**src/rtl/filtro_pkg.sv**
```systemverilog
// Shared definitions for the 3-tap row filter: kernel select codes, FSM states and
// a helper for the largest pixel value.
package filtro_pkg;

  localparam logic [1:0] MODE_COPY  = 2'b00;
  localparam logic [1:0] MODE_BLUR  = 2'b01;
  localparam logic [1:0] MODE_SHARP = 2'b10;
  localparam logic [1:0] MODE_EDGE  = 2'b11;

  typedef enum logic [2:0] {
    ST_IDLE,
    ST_FETCH,
    ST_WAIT,
    ST_CAPTURE,
    ST_WRITE,
    ST_FIN
  } state_e;

  function automatic logic [31:0] max_val(input int unsigned width);
    return (width >= 32) ? 32'hFFFF_FFFF : ((32'd1 << width) - 32'd1);
  endfunction

endpackage

```
**src/rtl/filtro_alu_3tap.sv**
```systemverilog
// Combinational 3-tap kernel: copy, blur, clamped sharpen and absolute edge on window (a,b,c).
module filtro_alu_3tap
  import filtro_pkg::*;
#(
  parameter int DATA_W = 8
) (
  input  logic [DATA_W-1:0] a,
  input  logic [DATA_W-1:0] b,
  input  logic [DATA_W-1:0] c,
  input  logic [1:0]        mode,
  output logic [DATA_W-1:0] y
);

  localparam int BW = DATA_W + 2;
  localparam int SW = DATA_W + 3;
  localparam logic signed [SW-1:0] MAX_S = SW'(max_val(DATA_W));

  logic [BW-1:0]        blur_sum;
  logic signed [SW-1:0] sharp;

  always_comb begin
    blur_sum = BW'(a) + BW'({b, 1'b0}) + BW'(c) + BW'(2);
    // unsigned wrap in SW bits gives the correct two's complement result
    sharp    = SW'(b) + SW'(b) + SW'(b) - SW'(a) - SW'(c);
    y        = b;
    case (mode)
      MODE_COPY:  y = b;
      MODE_BLUR:  y = blur_sum[BW-1:2];
      MODE_SHARP: begin
        if (sharp[SW-1])       y = '0;
        else if (sharp > MAX_S) y = DATA_W'(max_val(DATA_W));
        else                    y = sharp[DATA_W-1:0];
      end
      default:    y = (a >= c) ? (a - c) : (c - a);
    endcase
  end

endmodule

```
**src/rtl/filtro_fila_ram.sv**
```systemverilog
// RAM-mastering 3-tap row filter: IDLE -> FETCH -> WAIT -> CAPTURE -> WRITE ... -> FIN.
// Each source pixel is read once; row borders are replicated without extra reads.
module filtro_fila_ram
  import filtro_pkg::*;
#(
  parameter int DATA_W = 8,
  parameter int ADDR_W = 32,
  parameter int DIM_W  = 12,
  parameter int RD_LAT = 1
) (
  input  logic                 clk,
  input  logic                 rst_n,
  input  logic                 start,
  input  logic [1:0]           mode,
  input  logic [ADDR_W-1:0]    src_base,
  input  logic [ADDR_W-1:0]    dst_base,
  input  logic [DIM_W-1:0]     img_w,
  input  logic [DIM_W-1:0]     img_h,
  input  logic [DATA_W-1:0]    Data_in_RAM,
  output logic                 mem_RE_RAM,
  output logic                 mem_WE_RAM,
  output logic [ADDR_W-1:0]    Data_Dir_RAM,
  output logic [DATA_W-1:0]    Data_RAM,
  output logic                 busy,
  output logic                 done,
  output logic [2*DIM_W-1:0]   pix_count
);

  localparam int XW = DIM_W + 1;
  localparam int PW = 2 * DIM_W;
  localparam logic [1:0] WAIT_INIT = (RD_LAT > 1) ? 2'(RD_LAT - 2) : 2'd0;

  state_e              state_q;
  logic [1:0]          mode_q;
  logic [DIM_W-1:0]    w_q, h_q, x_q, y_q;
  logic [ADDR_W-1:0]   rd_ptr_q, wr_ptr_q, addr_q;
  logic [1:0]          wait_q;
  logic                first_q, re_q, we_q, busy_q, done_q;
  logic [DATA_W-1:0]   wdata_q, alu_y;
  logic [PW-1:0]       pix_q;
  logic [DATA_W-1:0]   a_q, b_q, c_q, a_d, b_d, c_d;
  logic [XW-1:0]       x_nxt;
  logic                row_end, more_rd, last_row;

  assign x_nxt    = {1'b0, x_q} + XW'(1);
  assign row_end  = (x_nxt == {1'b0, w_q});
  assign more_rd  = ((x_nxt + XW'(1)) < {1'b0, w_q});
  assign last_row = (({1'b0, y_q} + XW'(1)) == {1'b0, h_q});

  // Next window; the ALU sees it so a write can be issued on the same edge it forms.
  always_comb begin
    a_d = a_q;
    b_d = b_q;
    c_d = c_q;
    if (state_q == ST_CAPTURE) begin
      c_d = Data_in_RAM;
      if (first_q) begin
        a_d = Data_in_RAM;
        b_d = Data_in_RAM;
      end
    end else if (state_q == ST_WRITE) begin
      a_d = b_q;
      b_d = c_q;
      c_d = c_q;
    end
  end

  always_ff @(posedge clk or negedge rst_n) begin
    if (!rst_n) begin
      a_q <= '0;
      b_q <= '0;
      c_q <= '0;
    end else begin
      a_q <= a_d;
      b_q <= b_d;
      c_q <= c_d;
    end
  end

  filtro_alu_3tap #(.DATA_W(DATA_W)) u_alu (
    .a(a_d), .b(b_d), .c(c_d), .mode(mode_q), .y(alu_y)
  );

  always_ff @(posedge clk or negedge rst_n) begin
    if (!rst_n) begin
      state_q  <= ST_IDLE;
      mode_q   <= '0;
      w_q      <= '0;
      h_q      <= '0;
      x_q      <= '0;
      y_q      <= '0;
      rd_ptr_q <= '0;
      wr_ptr_q <= '0;
      wait_q   <= '0;
      first_q  <= 1'b0;
      re_q     <= 1'b0;
      we_q     <= 1'b0;
      addr_q   <= '0;
      wdata_q  <= '0;
      busy_q   <= 1'b0;
      done_q   <= 1'b0;
      pix_q    <= '0;
    end else begin
      done_q <= 1'b0;
      re_q   <= 1'b0;
      we_q   <= 1'b0;
      case (state_q)
        ST_IDLE: if (start) begin
          mode_q   <= mode;
          w_q      <= img_w;
          h_q      <= img_h;
          x_q      <= '0;
          y_q      <= '0;
          rd_ptr_q <= src_base;
          wr_ptr_q <= dst_base;
          pix_q    <= '0;
          busy_q   <= 1'b1;
          if (img_w == '0 || img_h == '0) begin
            state_q <= ST_FIN;
          end else begin
            state_q <= ST_FETCH;
            first_q <= 1'b1;
            re_q    <= 1'b1;
            addr_q  <= src_base;
          end
        end
        ST_FETCH: begin
          rd_ptr_q <= rd_ptr_q + ADDR_W'(1);
          wait_q   <= WAIT_INIT;
          state_q  <= (RD_LAT > 1) ? ST_WAIT : ST_CAPTURE;
        end
        ST_WAIT: begin
          if (wait_q == 2'd0) state_q <= ST_CAPTURE;
          else                wait_q  <= wait_q - 2'd1;
        end
        ST_CAPTURE: begin
          first_q <= 1'b0;
          if (first_q && w_q > DIM_W'(1)) begin
            state_q <= ST_FETCH;
            re_q    <= 1'b1;
            addr_q  <= rd_ptr_q;
          end else begin
            state_q <= ST_WRITE;
            we_q    <= 1'b1;
            addr_q  <= wr_ptr_q;
            wdata_q <= alu_y;
          end
        end
        ST_WRITE: begin
          pix_q    <= pix_q + PW'(1);
          wr_ptr_q <= wr_ptr_q + ADDR_W'(1);
          if (row_end) begin
            x_q <= '0;
            if (last_row) begin
              state_q <= ST_FIN;
            end else begin
              y_q     <= y_q + DIM_W'(1);
              first_q <= 1'b1;
              state_q <= ST_FETCH;
              re_q    <= 1'b1;
              addr_q  <= rd_ptr_q;
            end
          end else begin
            x_q <= x_nxt[DIM_W-1:0];
            if (more_rd) begin
              state_q <= ST_FETCH;
              re_q    <= 1'b1;
              addr_q  <= rd_ptr_q;
            end else begin
              // right border: c replicates b, no read needed
              state_q <= ST_WRITE;
              we_q    <= 1'b1;
              addr_q  <= wr_ptr_q + ADDR_W'(1);
              wdata_q <= alu_y;
            end
          end
        end
        ST_FIN: begin
          done_q  <= 1'b1;
          busy_q  <= 1'b0;
          state_q <= ST_IDLE;
        end
        default: state_q <= ST_IDLE;
      endcase
    end
  end

  assign mem_RE_RAM   = re_q;
  assign mem_WE_RAM   = we_q;
  assign Data_Dir_RAM = addr_q;
  assign Data_RAM     = wdata_q;
  assign busy         = busy_q;
  assign done         = done_q;
  assign pix_count    = pix_q;

endmodule

```
**config.mk**
```make
export PLATFORM = sky130hd
export DESIGN_NAME = filtro_fila_ram
export DESIGN_NICKNAME = d
export VERILOG_FILES = /design/src/rtl/filtro_pkg.sv /design/src/rtl/filtro_alu_3tap.sv /design/src/rtl/filtro_fila_ram.sv
export SDC_FILE = /design/constraint.sdc
export NUM_CORES = 1
export LEC_CHECK = 0
export ABC_AREA = 1
export BUFFER_PORTS_ARGS = -buffer_cell sky130_fd_sc_hd__buf_2
export CAP_MARGIN = 5
export CORE_ASPECT_RATIO = 1.5
export CORE_MARGIN = 10
export CORE_UTILIZATION = 35
export DETAILED_ROUTE_END_ITERATION = 10
export PLACE_DENSITY = 0.6
export SYNTH_ARGS = -nofsm -noshare
export SYNTH_HDL_FRONTEND = slang
export SYNTH_HIERARCHICAL = 1
export SYNTH_SLANG_ARGS = --single-unit
export TNS_END_PERCENT = 10
```
**constraint.sdc**
```tcl
create_clock -name clk -period 5.2 [get_ports clk]
set_input_delay 1.04 -clock clk [delete_from_list [all_inputs] [get_ports clk]]
set_output_delay 1.04 -clock clk [all_outputs]
set_load 0.05 [all_outputs]
```
======== After elaboration in Yosys (flattened, before gate mapping) ========
Index checks and enable logic that the tools add are counted.
word-level totals
  register bits ........................... 212
  bits in latches ......................... 0
  bits in writable memories ............... 0
  ROM bits ................................ 0
  word-level logic and storage cells ...... 146
  memories kept ........................... 0
operators by class
  add/sub/neg operators ................... 17
  $mul .................................... 0
  div/mod/pow operators ................... 0
  magnitude comparators ................... 4
  equal/unequal tests ..................... 19
  shift-type cells ........................ 0
  mux-type cells .......................... 63
  bitwise logic cells ..................... 0
  reductions and logical operators ........ 23
operators by type and width
  operator               number
  $mux 32                8
  $pmux 32 s2            2
  $mux 8                 13
  $pmux 32 s3            1
  $add 32x1->32 const B  2
  $mux 12                4
  $pmux 12 s2            2
  $pmux 24 s2            1
  $add 12x1->13 const B  2
  $eq 13x12->1           2
  $add 24x1->24 const B  1
  $logic_not 12->1       2
  $mux 24                1
  $pmux 8 s3             1
  $sub 11x8->11          2
  $mux 3                 7
  $ne 2x2->1 const B     9
  $pmux 8 s2             1
  $sub 8x8->8            2
  $mux 1                 15
  $pmux 3 s5             1
  $add 13x1->13 const B  1
  $lt 13x12->1           1
  $add 12x1->12 const B  1
  28 further kinds       44

======== Longest topological paths before layout ========
Gate-level depths: netlist of the first run.
  word-level depth ........................ 14
  gate-level depth with buffers ........... 32
  depth with buffers taken out ............ 30

======== Modules after synthesis ========
Netlist of the first run, hierarchy kept.
by module, submodules not included
  module           instances  cells each  area each (sq um)
  filtro_fila_ram  1          1941        13360.3
  filtro_alu_3tap  1          413         2557.5

======== Worst setup path before layout of the first run ========
OpenSTA, ideal clock, no wires.
  kind .................................... register to register
  start point ............................. register state_q[1]
  end point ............................... register wdata_q[5] (netlist: Data_RAM[5])
  setup time .............................. 0.123 ns
  data arrival time ....................... 4.420 ns
  data required time ...................... 5.077 ns
  slack ................................... 0.657 ns
  cell stages (with the launch flop) ...... 30
  buffers on the path ..................... 2
  path through ............................ dfrtp_1 -> nor2_1 -> inv_1 -> nor2_1 -> nor2_1 -> clkinv_1 -> clkbuf_1 -> buf_2 -> nand2_1 -> o21ai_0 -> o221ai_1 -> inv_1 -> fa_1 -> fa_1 -> inv_1 -> ha_1 -> nand2_1 -> inv_1 -> a21oi_1 -> nand2_1 -> nand2_1 -> nand2_1 -> inv_1 -> nand3_1 -> nand2_1 -> nand2_1 -> nand2_1 -> nand3b_1 -> nand2_1 -> nand2_1
between the ends
  word-level cells in the longest chain between the ends .. 14
ends and longest elaborated chain
  element                      RTL line                text
  from (decl)                  filtro_fila_ram.sv:33   state_e state_q;
  from (signal assigned)       filtro_fila_ram.sv:130  state_q <= (RD_LAT > 1) ? ST_WAIT : ST_CAPTURE;
  $eq 3x3->1                   filtro_fila_ram.sv:61   end else if (state_q == ST_WRITE) begin
  $mux 8                       filtro_fila_ram.sv:61
  $mux 8 *                     filtro_fila_ram.sv:55   if (state_q == ST_CAPTURE) begin
  named net b_d[5]             filtro_fila_ram.sv:41   logic [DATA_W-1:0] a_q, b_q, c_q, a_d, b_d, c_d;
  $add 8x8->9                  filtro_alu_3tap.sv:24   sharp = SW'(b) + SW'(b) + SW'(b) - SW'(a) - SW'(c);
  $add 11x8->11                filtro_alu_3tap.sv:24
  $sub 11x8->11 (2 in series)  filtro_alu_3tap.sv:24
  $gt 11x9->1                  filtro_alu_3tap.sv:31   else if (sharp > MAX_S) y = DATA_W'(max_val(DATA_W));
  $mux 8                       filtro_alu_3tap.sv:31
  $mux 8                       filtro_alu_3tap.sv:30   if (sharp[SW-1]) y = '0;
  $pmux 8 s3 *                 filtro_alu_3tap.sv:26   case (mode)
  named net alu_y[5]           filtro_fila_ram.sv:39   logic [DATA_W-1:0] wdata_q, alu_y;
  $mux 8                       filtro_fila_ram.sv:165  if (more_rd) begin
  $mux 8                       filtro_fila_ram.sv:152  if (row_end) begin
  $pmux 8 s2 *                 filtro_fila_ram.sv:107  case (state_q)
  to (signal assigned)         filtro_fila_ram.sv:146  wdata_q <= alu_y;
  to (signal assigned)         filtro_fila_ram.sv:174  wdata_q <= alu_y;
  to (decl)                    filtro_fila_ram.sv:39
Mark *: on every way through the listed nets, which the timed path passes. The rest lies on a longest branch. The select of a mux whose other input is x is not followed.
A chain may end at the register's enable or synchronous reset.

======== Final worst setup path of the first run ========
  start point ............................. register state_q[1]
  end point ............................... register wdata_q[1] (netlist: Data_RAM[1])
between the ends
  word-level cells in the longest chain between the ends .. 14
ends and longest elaborated chain
  element                        RTL line
  $eq 3x3->1                     filtro_fila_ram.sv:61
  $mux 8                         filtro_fila_ram.sv:61
  $mux 8 *                       filtro_fila_ram.sv:55
  named net b_d[6]               filtro_fila_ram.sv:41
  $add 8x8->9                    filtro_alu_3tap.sv:24
  $add 11x8->11 *                filtro_alu_3tap.sv:24
  $sub 11x8->11 * (2 in series)  filtro_alu_3tap.sv:24
  $gt 11x9->1                    filtro_alu_3tap.sv:31
  $mux 8                         filtro_alu_3tap.sv:31
  $mux 8 *                       filtro_alu_3tap.sv:30
  $pmux 8 s3 *                   filtro_alu_3tap.sv:26
  named net alu_y[1]             filtro_fila_ram.sv:39
  $mux 8                         filtro_fila_ram.sv:165
  $mux 8                         filtro_fila_ram.sv:152
  $pmux 8 s2 *                   filtro_fila_ram.sv:107
Marked as above.

==> results, run 1 <==
- The run finished with clean final reports.
- The maximum number of pins on one net before global-route repair is 104.
- Among all flip-flop cells after synthesis, the most frequent one is sky130_fd_sc_hd__dfrtp_1.
- The total global routing track utilization is 20.04%.
- The via count of the first global-routing pass is 16066.
- The number of buffers on the longest clock path is 3.
- The first global-routing pass estimated 88640 µm of wire.
- The critical path class is register to register.
- After synthesis, the largest area contributor takes up 33.33% of total cell area.
- The area growth from synthesis to layout is 15.99%.
- 0 antenna diodes ended up in the layout.
- The total area inside the core boundary comes to 0.04493 mm².
- The slew of the pin with the lowest slew margin is 0.9332 ns.
- Summing the areas of all xor and xnor instances in the mapped netlist gives 2.916% of the synthesized area.
- The placer congestion estimate is 0.9615.
- The count of pins over their slew limit was 0.
- The initial core utilization is 35.43%.
- The worst setup path is launched from a register.
- The net count after synthesis is 2543.
- Global routing finished with a remaining overflow of 0.
- For this run, the post-layout net count is 2689.
- The main combinational cell family by area after synthesis is simple AND/OR/NAND/NOR gates.
- The number of standard-cell rows in the floorplan is 95.
- Post-CTS repair changed the size of 0 cells.
- Clock-pin slew was measured on the worst setup and hold paths at 0.06 ns.
- The number of enable flip-flop cells after synthesis is 0.
- The arithmetic-cell share of the synthesized area counting full adders, half adders and majority gates is 8.049%.
- The area enclosed by the die boundary is 0.05459 mm².
- The number of synthesis warnings is 6.
- The cell that appears most often on the critical path is sky130_fd_sc_hd__nand2_1.
- The final worst hold slack is 0.4731 ns.
- Counting flops and latches in the post-synthesis netlist gives 212.
- The cell type with the largest total area after synthesis is sky130_fd_sc_hd__dfrtp_1.
- The final worst-path cycle share is 91.57%.
- The number of port buffers is 168.
- By area the synthesized netlist is led by sky130_fd_sc_hd__dfrtp_1 (33%), sky130_fd_sc_hd__nand2_1 (18%), sky130_fd_sc_hd__inv_1 (7.5%).
- After legalization and detailed placement, the total HPWL measured 43550 µm.
- In this run the remaining antenna-violating nets after routing total 0.
- In the routed layout, each cell is associated on average with a via count of 5.113.
- The height of the chip is 281.2 µm.
- The cell area that synthesis handed to floorplanning was 0.01592 mm².
- The clock reaches the later pin of the worst-skew pair after 0.56 ns.
- The synthesized-area fraction occupied by ao, oa, aoi and oai cells is 10.74%.
- In this run the tightest slew margin relative to its limit is 37.40%.
- In this run the post-CTS setup repair buffer count came out at 0.
- The maximum level of the CTS H-tree is 1.
- The data required time at the worst endpoint is 5.64 ns.
- The async set or reset register ratio after synthesis is 100.0%.
- After synthesis, flip-flops and latches occupy 33.33% of the total area.
- The slowest stage of the critical path belongs to the cell sky130_fd_sc_hd__fa_1.
- The type of the tightest min-delay check is register to register.
- Synthesis produced 2354 cells.
- Counting the fill cells in the layout gives 4807.
- Counting every sink on the clock net gives 212.
- The number of antenna violations at the first check in global routing is 1.
- Max-cap violations in this run came to 0.
- Across the routed clock network, the largest skew measured is 0.009132 ns.
- The final number of hold-violating endpoints was 0.
- The worst endpoint data arrival time is 5.20 ns.
- For this run, the detailed router's first-pass iteration total came to 5.
- The number of buffers added by the clock tree synthesis step is 27.
- The number of buffers added to fix hold violations after cts is 0.
- For this design the top-level I/O count stands at 169.
- The most common cell in the synthesized netlist is sky130_fd_sc_hd__nand2_1.
- Based on the critical path, the design can be clocked at up to 210.0 MHz.
- Of the post-synthesis cell area, the part taken by muxes is 0%.
- The vias after detailed routing is 15866.
- Of all nets on the critical path, the largest fanout is 23.
- STA classifies the critical path endpoint as a register.
- The minimum period implied by the final worst setup slack is 4.761 ns.
- Counting instances in the post-synthesis netlist gives the leading cell types as sky130_fd_sc_hd__nand2_1 (783), sky130_fd_sc_hd__inv_1 (319), sky130_fd_sc_hd__nor2_1 (228), sky130_fd_sc_hd__dfrtp_1 (212), sky130_fd_sc_hd__nand3_1 (158).
- Dividing the synthesized area by the synthesized cell count gives 6.762 µm².
- The final count of negative-setup-slack endpoints is 0.
- After detailed routing, the number of remaining DRC violations is 0.
- TritonCTS built the clock tree.
- The width of the chip is 194.1 µm.
- The simple-gate share of the synthesized area is 35.13%.
- After synthesis, the netlist uses 49 different library cells.
- In the final layout, the share of cells above drive strength 1 is 11.90%.
- After detailed routing, the average wire length per cell comes to 18.09 µm.
- For this run, the slowest stage of the critical path takes 0.50 ns.
- The root buffer cell is sky130_fd_sc_hd__clkbuf_16.
- The detailed router finished its first iteration with 1269 violations.
- The routed design has 56150 µm of wire.
-- final cells by class --
| cell class | count | area [µm²] | share of cell area, % |
|---|---|---|---|
| multi-input combinational | 1739 | 9075 | 49.15 |
| inverter | 328 | 1235 | 6.689 |
| clock inverter | 18 | 341.6 | 1.850 |
| clock buffer | 32 | 734.5 | 3.978 |
| timing repair buffer | 192 | 1044 | 5.652 |
| sequential | 212 | 5305 | 28.73 |
| tap | 582 | 728.2 | 3.944 |
-- state kept, by name, summed over array words and instances (netlist names), 3 cells and up --
register      cells
Data_Dir_RAM     32
Data_RAM          8
a_q               8
b_q               8
c_q               8
h_q              12
pix_count        24
rd_ptr_q         32
state_q           3
w_q              12
wr_ptr_q         32
x_q              12
y_q              12
-- cells in the final DEF, fill, tap and decap left out, types with 41 or more instances in the layout --
cell                      count
sky130_fd_sc_hd__nand3_1    158
sky130_fd_sc_hd__nor2_1     225
sky130_fd_sc_hd__xor2_1      41
sky130_fd_sc_hd__buf_2      167
sky130_fd_sc_hd__a21oi_1     49
sky130_fd_sc_hd__inv_1      318
sky130_fd_sc_hd__dfrtp_1    212
sky130_fd_sc_hd__nand2_1    783
sky130_fd_sc_hd__o21ai_0    114
sky130_fd_sc_hd__ha_1        64
-- path summary, 6_finish.rpt --
kind / startpoint / endpoint / slack [ns] / cells after the start
worst max-delay path: state_q[1] / Data_RAM[1] / 0.44 / 25
worst min-delay path: Data_Dir_RAM[1] / Data_Dir_RAM[1] / 0.47 / 2
worst max register to register: state_q[1] / Data_RAM[1] / 0.44 / 25
worst min register to register: Data_Dir_RAM[1] / Data_Dir_RAM[1] / 0.47 / 2
max in group asynchronous: rst_n / rd_ptr_q[10] / 3.56 / 2
min in group asynchronous: rst_n / pix_count[0] / 0.50 / 1
-- kinds of logic (layout without fill, tap and decap cells) --
family | after synthesis | after routing
AOI/OAI and AO/OA | 275 | 275
DFF | 212 | 212
and+or+nand+nor | 1323 | 1323
adders and majority gates | 88 | 88
xor gates and xnor gates | 53 | 53
buffers and inverters | 403 | 570
-- critical path, delay by kind of cell, from the launching register on --
family	cells	cell delay [ns]
simple gates	13	1.52
buf+inv	6	0.77
compound gates	3	0.51
flops	1	0.42
fa+ha+maj	3	1.39
-- through the flow --
stage	setup TNS (ns)	setup WS, ns	cell area [µm²]	utilization, %	cells
after global placement	0	0.5643	17380	38.68	3053
after detailed placement	0	0.4376	17380	38.68	3053
final	0	0.4385	18460	41.09	3103
after global routing	-0.003678	-0.003678	18460	41.09	3103
after floorplan	0	0.6567	15920	-	2354
after CTS	0	0.3799	18460	41.08	3103
-- layer usage --
layer	track usage [%]	up-vias	part of all wire (%)
met5	0	-	0.014
met2	36.50	441	51
met4	9.749	2	4.7
li1	-	7831	-
met3	2.421	119	4.6
met1	22.63	7473	40
Power of run 1 is left out: the tool's default activity adds up to more than one toggle a clock period on the data nets, which glitch-free logic cannot reach.
==> run 2: changes to the inputs <==
--- a/config.mk
+++ b/config.mk
@@ -12,7 +12,7 @@
 export CORE_MARGIN = 10
 export CORE_UTILIZATION = 35
 export DETAILED_ROUTE_END_ITERATION = 10
-export PLACE_DENSITY = 0.6
+export PLACE_DENSITY = 0.62
 export SYNTH_ARGS = -nofsm -noshare
 export SYNTH_HDL_FRONTEND = slang
 export SYNTH_HIERARCHICAL = 1
==> constraint.sdc (replaced) <==
create_clock -name clk -period 4.3 [get_ports clk]
set_input_delay 0.86 -clock clk [delete_from_list [all_inputs] [get_ports clk]]
set_output_delay 0.86 -clock clk [all_outputs]
set_load 0.05 [all_outputs]
==> run 2 against run 1 <==
Effect of this change:
- critical path depth decreased by 2
- clock-buffer cell count shrank 2
- utilization up 1.6 points
==> results, run 2 (synthesis gave the netlist of run 1 again) <==
- The tree is rooted in a sky130_fd_sc_hd__clkbuf_16.
- The worst slew margin relative to its limit is 41.07% (+3.7 points).
- The violation count after the first detailed-route iteration is 1148 (-9.5%).
- STA classifies the critical path endpoint as a register.
- The post-detailed-route wirelength per cell came to 18.30 µm (+1.2%).
- The slew of the pin with the lowest slew margin came to 0.8839 ns (-0.04924 ns).
- The count of pins on the block boundary came to 169 (unchanged).
- The type of the tightest min-delay check is input port to asynchronous set/reset pin.
- The vias after detailed routing is 16380 (+3.2%).
- The maximum number of pins on one net before global-route repair came to 101 (-2.9%).
- The total overflow reported by the global router is 0 (unchanged).
- The minimum period implied by the final worst setup slack is 4.106 ns (-0.6551 ns).
- In this run the top signal layer used is met4.
- The family with the most delay on the worst path is adder cells.
- The launching element type of the critical path is a register.
- Traced cell by cell, the critical path runs through nor2_2 > inv_2 > nor2_4 > clkinvlp_4 > buf_4 > o221ai_2 > inv_1 > fa_2 > fa_1 > inv_1 > ha_4 > a21oi_1 > nand2_1 > nand2_1 > nand3_1 > nand2_1 > nand3_2 > nand2_4 > nand2_1 > nand2_1 > nand4_1 > nand2_1 > nand2_1.
- The post-layout utilization of the core came to 42.73% (+1.6 points).
- The final number of hold-violating endpoints is 0 (unchanged).
- The critical path depth is 23 (-8.0%).
- The count of cells along the worst register-to-register path is 23 (-8.0%).
- The worst stage delay on the critical path is 0.59 ns (+0.09 ns).
- The width of the chip is 194.1 µm (unchanged).
- The critical path startpoint is state_q[0].
- Setup repair after global routing could not meet its margin everywhere.
- The first-pass GRT wire length is 89900 µm (+1.4%).
- The most critical setup path has its endpoint at Data_RAM[1].
- The layout cell share with drive strength beyond 1 came to 16.22% (+4.3 points).
- The cell that appears most often on the critical path is sky130_fd_sc_hd__nand2_1.
- The buffer and inverter count on the worst path is 5 (-1).
- The final routed DRC violation total is 0 (unchanged).
- The number of placed cells counting well taps came to 3103 (+1.6%).
- Leaving out fill and tap cells, the most frequent cell in the layout is sky130_fd_sc_hd__nand2_1.
- The clock-pin slew on the worst setup and hold paths is 0.06 ns (about the same).
- The count of antenna-violating nets left after detailed routing is 0 (unchanged).
- The number of buffers on the longest clock path is 3 (unchanged).
- The slack of the critical path was 0.1936 ns (-0.2449 ns).
- The data required time at the worst endpoint was 4.73 ns (-0.91 ns).
- The layout-stage area growth over the synthesis result is 20.60%.
- The number of port buffers is 168 (unchanged).
- The placer congestion estimate is 0.9886 (+2.8%).
- The number of standard-cell rows in the floorplan is 95 (unchanged).
- The worst clock skew was 0.02094 ns (+0.01180 ns).
- The top cell types in the final layout, fill and taps aside, are sky130_fd_sc_hd__nand2_1 (778), sky130_fd_sc_hd__inv_1 (302), sky130_fd_sc_hd__nor2_1 (221).
- The aggregate routed wire length was 58040 µm (+3.4%).
- The total length of routed met2 wires is 29420 µm (+2.8%).
- The post-placement cell area is 0.01778 mm² (+2.3%).
- The antenna cell count is 0 (unchanged).
- The pre-CTS worst setup slack is -0.04413 ns (-0.4817 ns).
- The number of buffers added to fix hold violations after cts is 0 (unchanged).
- The area of the placeable core is 0.04493 mm² (unchanged).
- The number of buffers added by the clock tree synthesis step is 26 (-3.7%).
- The largest fanout of any net on the critical path was 8 (-65%).
- The height of the chip is 281.2 µm (unchanged).
- The count of pins over their slew limit came to 0 (unchanged).
- The final worst-path cycle share came to 95.50% (+3.9 points).
- The total global routing track utilization is 20.37% (+0.33 points).
- The maximum level of the CTS H-tree came to 1 (unchanged).
- The CTS tree is yes.
- The number of filler instances in the final layout is 4696 (-2.3%).
- The detailed placement HPWL came to 44540 µm (+2.3%).
- The final count of negative-setup-slack endpoints is 0 (unchanged).
- The max-cap check violation count is 0 (unchanged).
- The initial core utilization was 35.43% (unchanged).
- The flow ran to the end, and the final reports show no timing, DRC or antenna violations.
- The routed wire length on met3 is 2533 µm (-1.5%).
- The worst reg-to-reg setup slack was 0.19 ns (-0.24 ns).
- The via count of the first global-routing pass is 16272 (+1.3%).
- The clock net sink count is 212 (unchanged).
- The upper clock frequency limit is 243.5 MHz (+16%).
- The met1 wire length is 23000 µm (+3.1%).
- The worst endpoint data arrival time is 4.54 ns (-0.66 ns).
- The area enclosed by the die boundary is 0.05459 mm² (unchanged).
- The latest clock arrival within the worst-skew pair is 0.56 ns (about the same).
- The slowest stage of the critical path is the sky130_fd_sc_hd__fa_2 cell.
- The critical path class is register to register.
- The worst register-to-register path ends at Data_RAM[1].
- The count of non-filler cells in the finished layout is 3171 (+2.2%).
- The startpoint identified for the worst register-to-register timing path is state_q[0].
- The number of nets at the end of the flow is 2758 (+2.6%).
- The routed via count divided by cell count came to 5.166 (+1.0%).
- The number of search-and-repair iterations in the first detailed-routing pass is 6 (+1).
- The number of antenna violations at the first check in global routing was 1 (unchanged).
- The post-route cell area was 0.01920 mm² (+4.0%).
[run 2: cell count changes in the layout (fill, tap and decap cells not counted), sizes merged]
cell / before / now
clkinvlp: 2 / 5
bufinv: 9 / 5
clkinv: 7 / 10
buf: 192 / 259
nor2: 234 / 235
inv: 328 / 326
[run 2: worst min path at each step]
stage,startpoint,end,cells past startpoint
after floorplan,wait_q[1],wait_q[1],2
after global placement,Data_Dir_RAM[12],Data_Dir_RAM[12],2
after detailed placement,Data_Dir_RAM[12],Data_Dir_RAM[12],2
after CTS,rst_n,pix_count[3],1
after global routing,rst_n,pix_count[7],1
final,rst_n,pix_count[1],1
[run 2: final cells by class]
type	instances	area, µm²	share of cell area (%)
Clock inverter	18	244.0	1.271
Inverter	328	1244	6.478
Timing Repair Buffer	261	1615	8.414
Sequential cell	212	5305	27.63
Multi-Input combinational cell	1740	9364	48.78
Clock buffer	30	696.9	3.630
Tap cell	582	728.2	3.793
[run 2: per-stage QoR]
step / setup TNS, ns / hold slack, ns
2_1_floorplan: 0 / 0.4517
3_3_place_gp: 0 / 0.4590
3_5_place_dp: -0.2056 / 0.4610
4_1_cts: 0 / 0.3533
5_1_grt: -0.4634 / 0.3737
6_report: 0 / 0.2880
[run 2: worst reg2reg max path, stage by stage, from the launching register on]
cell and delay, ns:
sky130_fd_sc_hd__dfrtp_1 0.43, sky130_fd_sc_hd__nor2_2 0.15, sky130_fd_sc_hd__inv_2 0.07, sky130_fd_sc_hd__nor2_4 0.21
sky130_fd_sc_hd__clkinvlp_4 0.24, sky130_fd_sc_hd__buf_4 0.20, sky130_fd_sc_hd__o221ai_2 0.17, sky130_fd_sc_hd__inv_1 0.11
sky130_fd_sc_hd__fa_2 0.59, sky130_fd_sc_hd__fa_1 0.43, sky130_fd_sc_hd__inv_1 0.11, sky130_fd_sc_hd__ha_4 0.23
sky130_fd_sc_hd__a21oi_1 0.19, sky130_fd_sc_hd__nand2_1 0.09, sky130_fd_sc_hd__nand2_1 0.08, sky130_fd_sc_hd__nand3_1 0.07
sky130_fd_sc_hd__nand2_1 0.08, sky130_fd_sc_hd__nand3_2 0.09, sky130_fd_sc_hd__nand2_4 0.13, sky130_fd_sc_hd__nand2_1 0.06
sky130_fd_sc_hd__nand2_1 0.06, sky130_fd_sc_hd__nand4_1 0.08, sky130_fd_sc_hd__nand2_1 0.07, sky130_fd_sc_hd__nand2_1 0.05
[run 2: per-layer routing]
metal | track usage [%] | vias up
met4 | 10.97 | 0
met1 | 23.20 | 7721
met3 | 2.039 | 136
li1 | - | 7968
met5 | 0 | -
met2 | 36.72 | 555
[run 2: what timing repair did]
| item | 4_1_cts | 5_1_grt |
|---|---|---|
| resized for setup | 3 | 73 |
| pin swaps | 0 | 18 |
| gates cloned | 0 | 3 |
| hold endpoints to repair | 0 | 0 |
| setup buffers | 0 | 17 |
| setup endpoints to repair | 8 | 40 |
Power of run 2 is left out for the same reason.
